[src/rtl/reg32_shift_out_pkg.sv]
// Shared types, widths and bit-order helpers for reg32_shift_out.
// Bit order is selected by SHIFT_LSB_FIRST_EN (undefined: MSB first, left shifts).
package reg32_shift_out_pkg;

  localparam int WORD_W    = 32;
  localparam int BIT_CNT_W = 5;

  typedef enum logic [1:0] {
    IDLE  = 2'd0,
    SHIFT = 2'd1,
    DONE  = 2'd2
  } state_e;

  // Bit currently presented on the serial line.
  function automatic logic first_bit(input logic [WORD_W-1:0] w);
`ifdef SHIFT_LSB_FIRST_EN
    return w[0];
`else
    return w[WORD_W-1];
`endif
  endfunction

  // Advance the word by one place, zero-filling the vacated end.
  function automatic logic [WORD_W-1:0] shift_one(input logic [WORD_W-1:0] w);
`ifdef SHIFT_LSB_FIRST_EN
    return {1'b0, w[WORD_W-1:1]};
`else
    return {w[WORD_W-2:0], 1'b0};
`endif
  endfunction

endpackage

[src/rtl/reg32_shift_out_bit_timer.sv]
// Bit-period counter: counts 0..DIV-1 while run is high, tick on the last cycle.
// Held at zero whenever run is low so every frame starts on a fresh period.
module bit_timer #(
  parameter int DIV = 1
) (
  input  logic clk,
  input  logic clear,
  input  logic run,
  output logic tick
);

  localparam logic [7:0] LAST = 8'(DIV - 1);

  logic [7:0] cnt_q;
  logic [7:0] cnt_d;

  always_comb begin
    cnt_d = cnt_q;
    if (!run) begin
      cnt_d = 8'd0;
    end else if (cnt_q == LAST) begin
      cnt_d = 8'd0;
    end else begin
      cnt_d = cnt_q + 8'd1;
    end
  end

  always_ff @(posedge clk or posedge clear) begin
    if (clear) begin
      cnt_q <= 8'd0;
    end else begin
      cnt_q <= cnt_d;
    end
  end

  assign tick = run && (cnt_q == LAST);

endmodule

[src/rtl/reg32_shift_out.sv]
// 32-bit parallel-in serial-out transmitter, DIV clocks per bit, IDLE/SHIFT/DONE FSM.
// Define SHIFT_LSB_FIRST_EN to send D[0] first; default sends D[31] first.
module reg32_shift_out
  import reg32_shift_out_pkg::*;
#(
  parameter int DIV = 1
) (
  input  logic              clk,
  input  logic              clear,
  input  logic              start,
  input  logic [WORD_W-1:0] D,
  output logic              sout,
  output logic              busy,
  output logic              done
);

  state_e                 state_q, state_d;
  logic [WORD_W-1:0]      shreg_q, shreg_d;
  logic [BIT_CNT_W-1:0]   bitcnt_q, bitcnt_d;
  logic                   sout_q, sout_d;
  logic                   busy_q, busy_d;
  logic                   done_q, done_d;
  logic                   tick;

  bit_timer #(.DIV(DIV)) u_timer (
    .clk   (clk),
    .clear (clear),
    .run   (state_q == SHIFT),
    .tick  (tick)
  );

  always_comb begin
    state_d  = state_q;
    shreg_d  = shreg_q;
    bitcnt_d = bitcnt_q;
    case (state_q)
      IDLE: begin
        if (start) begin
          shreg_d  = D;
          bitcnt_d = 5'd0;
          state_d  = SHIFT;
        end else begin
          state_d  = IDLE;
        end
      end
      SHIFT: begin
        if (tick) begin
          shreg_d  = shift_one(shreg_q);
          bitcnt_d = bitcnt_q + 5'd1;
          if (bitcnt_q == 5'd31) begin
            state_d = DONE;
          end else begin
            state_d = SHIFT;
          end
        end else begin
          state_d = SHIFT;
        end
      end
      DONE:    state_d = IDLE;
      default: state_d = IDLE;
    endcase

    // Outputs are decoded from the next state so they can be registered without lag.
    sout_d = (state_d == SHIFT) ? first_bit(shreg_d) : 1'b0;
    busy_d = (state_d == SHIFT);
    done_d = (state_d == DONE);
  end

  always_ff @(posedge clk or posedge clear) begin
    if (clear) begin
      state_q  <= IDLE;
      shreg_q  <= '0;
      bitcnt_q <= 5'd0;
      sout_q   <= 1'b0;
      busy_q   <= 1'b0;
      done_q   <= 1'b0;
    end else begin
      state_q  <= state_d;
      shreg_q  <= shreg_d;
      bitcnt_q <= bitcnt_d;
      sout_q   <= sout_d;
      busy_q   <= busy_d;
      done_q   <= done_d;
    end
  end

  assign sout = sout_q;
  assign busy = busy_q;
  assign done = done_q;

endmodule

[config.mk]
export PLATFORM = sky130hd
export DESIGN_NAME = reg32_shift_out
export DESIGN_NICKNAME = d
export VERILOG_FILES = /design/src/rtl/reg32_shift_out_pkg.sv /design/src/rtl/reg32_shift_out_bit_timer.sv /design/src/rtl/reg32_shift_out.sv
export SDC_FILE = /design/constraint.sdc
export NUM_CORES = 1
export LEC_CHECK = 0
export BUFFER_PORTS_ARGS = -buffer_cell sky130_fd_sc_hd__buf_4
export CAP_MARGIN = 10
export CORE_MARGIN = 2
export CORE_UTILIZATION = 25
export CTS_BUF_LIST = sky130_fd_sc_hd__clkbuf_4 sky130_fd_sc_hd__clkbuf_8
export DETAILED_ROUTE_END_ITERATION = 16
export SLEW_MARGIN = 10
export SYNTH_ARGS = -nofsm -noshare
export SYNTH_HDL_FRONTEND = slang
export SYNTH_SLANG_ARGS = --single-unit
[constraint.sdc]
create_clock -name clk -period 2.1 [get_ports clk]
set_clock_uncertainty 0.05 [all_clocks]
set_input_delay 0.315 -clock clk [delete_from_list [all_inputs] [get_ports clk]]
set_output_delay 0.315 -clock clk [all_outputs]
set_load 0.005 [all_outputs]
==> key figures <==
Run status
  – Status: finished clean

Final layout
  – Proportion of layout cells with a drive suffix above 1: 0.393
  – N_diodes: 0
  – Commonest non-fill, non-tap cell in the layout: dfrtp_1
  – Most frequent cells in the layout: 50 x dfrtp_1, 47 x buf_4, 30 x and2_1
  – Final nets: 277
  – Layout Area Growth over Synthesis: 24.7%
  – Post-route cell area: approximately 2900 um^2
  – Fillers: 909

Logic synthesis
  – Sequential area share after synthesis: 0.535
  – Synth unique cells: 35
  – Net Count, Synth: 231
  – Synth Register Bits: 50
  – Syn Area/Cell: 12.2 um^2
  – YS warnings: 0
  – Post-Syn Area: 2340 um^2
  – Post-Synthesis Cells: 192

Timing
  – Hold violation count in the final report: 0
  – Worst rel slew slack: 0.682
  – Slew of the pin with the lowest slew margin: 476 ps
  – Final setup fails: 0
  – Setup TNS: 0 ps
  – Final worst path period share: 0.879
  – Slew Limit Fails: 0
  – Max frequency: 542 MHz
  – Setup repair after global routing missed its margin: no
  – Fin crit period: 1850 ps

Worst setup path
  – CP Data Required Time: between 2000 and 2500 ps
  – Worst Path Class, Setup: reg -> reg
  – CP max FO: 31
  – Critical Path Source: u_timer.cnt_q[0]$_DFF_PP0_
  – Reg-to-Reg Start: u_timer.cnt_q[0]$_DFF_PP0_
  – Setup crit end: shreg_q[21]$_DFFE_PP0P_
  – Worst R2R Path Depth: 6
  – Setup crit end kind: register
  – Worst R2R End: shreg_q[21]$_DFFE_PP0P_
  – Setup crit start kind: register
  – Worst endpoint data arrival time: 2040 ps
  – R2r setup slk: roughly 250 ps

CTS
  – Num CTS Buffers: 5
  – H-tree depth: 2
  – Clock Tree Buf Depth: 2
  – CTS tree: yes
  – Post-cts sizing count: 0
  – Worst-skew pair later-pin latency: ~300 ps
  – Worst-path clk slew: 90 ps
  – Root Driver: clkbuf_8
  – Clk sinks: 50

Detailed routing
  – DRT Pass-1 Iters: 4
  – Vias: 1642
  – Drt via density: around 4.7
  – Residual DRC: 0
  – Number of DRC markers in iteration 0: 73
  – Post-detailed-routing wire length: 4730 um
  – Post-route antenna net violation count: 0
  – Routed len/inst: 13.5 um

Floorplan
  – Initial core utilization: 0.256
  – Row count: 35
  – I/O pin count: 38
  – Die width: 101 um
  – Core area: 9150 um^2
  – DIE AREA: slightly above 10000 um^2
  – Die H: 101 um

Hold path
  – Hold Crit Class: in -> reg
  – Hold Path Cell Cnt: 2

Placed design
  – Placed Area: around 2800 um^2
  – Hpwl dp: 3420 um
  – RD Place Congestion: 0.736
  – Port buffer count: 37

GRT
  – Number of global-route vias before repair: 1687
  – Initial antenna violation count: 0
  – First-pass GRT wire length: 8060 um
  – Largest net degree at the start of global routing: 32
  – Grt ovf: 0
  – All-Layer GR Usage: 0.101

Run
  – Number of max-cap violations: 0

Pwr
  – LEAKAGE: about 1.3 nW
  – VDD IR-drop max: 0.301 mV
  – Total power per unit cell area: ~1100 nW/um^2
==> state kept, by name, indices dropped and copies added, names as in the netlist <==
register and count:
u_timer.cnt_q 8, bitcnt_q 5, sout 1, shreg_q 32, state_q 2, busy 1, done 1
==> power by group <==
part	switching [mW]	leakage (nW)	internal, mW
registers	0.205	0.638	1.31
logic	0.420	0.632	0.617
clock network	0.310	0.0544	0.302
==> area by class of cell <==
| class | count | area [um^2] | share of cell area |
|---|---|---|---|
| Sequential cell | 50 | 1250 | 0.429 |
| Multi-Input combinational cell | 125 | 1010 | 0.347 |
| Timing Repair Buffer | 49 | 383 | 0.131 |
| Tap cell | 111 | 139 | 0.0476 |
| Clock buffer | 7 | 96.3 | 0.0330 |
| Inverter | 7 | 26.3 | 0.00901 |
| Clock inverter | 1 | 8.76 | 0.00300 |
==> how the worst min path moves through the flow <==
stage               start                     end  slack [ps]
floorplan           D[31]   shreg_q[31]$_DFF_PP0_         400
global placement    clear          done$_DFF_PP0_         330
detailed placement  clear          done$_DFF_PP0_         330
CTS                  D[0]  shreg_q[0]$_DFFE_PP0P_         180
global route         D[0]  shreg_q[0]$_DFFE_PP0P_         180
finish               D[0]  shreg_q[0]$_DFFE_PP0P_         190
==> cells by family (layout without fill, tap and decap cells) <==
kind of cell / count (synthesis) / in the layout / synth area share
AOI/OAI and AO/OA: 41 / 41 / 0.175
DFF: 50 / 50 / 0.535
muxes: 5 / 5 / 0.0219
adders and majority gates: 4 / 4 / 0.0214
buffers and inverters: 17 / 64 / 0.0385
and+or+nand+nor: 72 / 72 / 0.197
xor gates and xnor gates: 3 / 3 / 0.0112
==> cells in the mapped netlist <==
cell / instances / share of area
a21oi_1: 3 / 0.0064
a221o_1: 2 / 0.0086
a221o_2: 28 / 0.13
a22o_1: 1 / 0.0037
a311oi_1: 1 / 0.0037
a31oi_2: 1 / 0.0053
and2_1: 30 / 0.080
and3_1: 1 / 0.0027
and4_1: 2 / 0.0075
buf_2: 3 / 0.0064
buf_6: 3 / 0.014
clkbuf_1: 4 / 0.0064
dfrtp_1: 50 / 0.54
ha_1: 4 / 0.021
inv_1: 7 / 0.011
mux2_2: 1 / 0.0048
mux2i_1: 4 / 0.017
nand2_1: 6 / 0.0096
nand2b_1: 3 / 0.0080
nand3_1: 6 / 0.013
nand4_1: 3 / 0.0080
nor2_1: 8 / 0.013
nor2b_1: 2 / 0.0053
nor3_4: 1 / 0.0070
nor3b_2: 2 / 0.011
nor4_1: 1 / 0.0027
nor4_4: 1 / 0.0091
o21ai_0: 3 / 0.0064
o21ai_1: 1 / 0.0021
o311ai_1: 1 / 0.0037
or3_1: 3 / 0.0080
or3b_2: 2 / 0.0075
or4_4: 1 / 0.0048
xnor2_1: 1 / 0.0037
xor2_1: 2 / 0.0075
==> stage by stage <==
step	std cells	util	power, mW	hold slack [ps]	setup slack (ps)
after floorplan	192	-	2.28	399	365
after global placement	341	0.306	2.55	325	295
after detailed placement	341	0.306	2.57	327	267
after CTS	350	0.319	3.20	179	249
after global routing	350	0.319	3.40	183	161
final	350	0.319	3.16	190	254
==> metal layers <==
metal / track usage / part of all wire / vias up
met1: 0.130 / 0.46 / 802
met4: 0.0348 / 0.014 / 0
li1: - / - / 805
met3: 0.0284 / 0.046 / 6
met2: 0.164 / 0.48 / 29
met5: 0 / 0 / -
==> repair_timing <==
action,CTS,global route
buffers inserted,0,0
hold buffers,1,0
hold endpoints to repair,13,0
endpoints found under the setup margin,0,0
==> critical path, cell delays in order (launching register included) <==
cell and delay (ps):
dfrtp_1 430, inv_1 80, ha_1 150, or3b_2 510
nor3_4 180, buf_12 200, a221o_2 170
(Power assumes the default switching activity.)
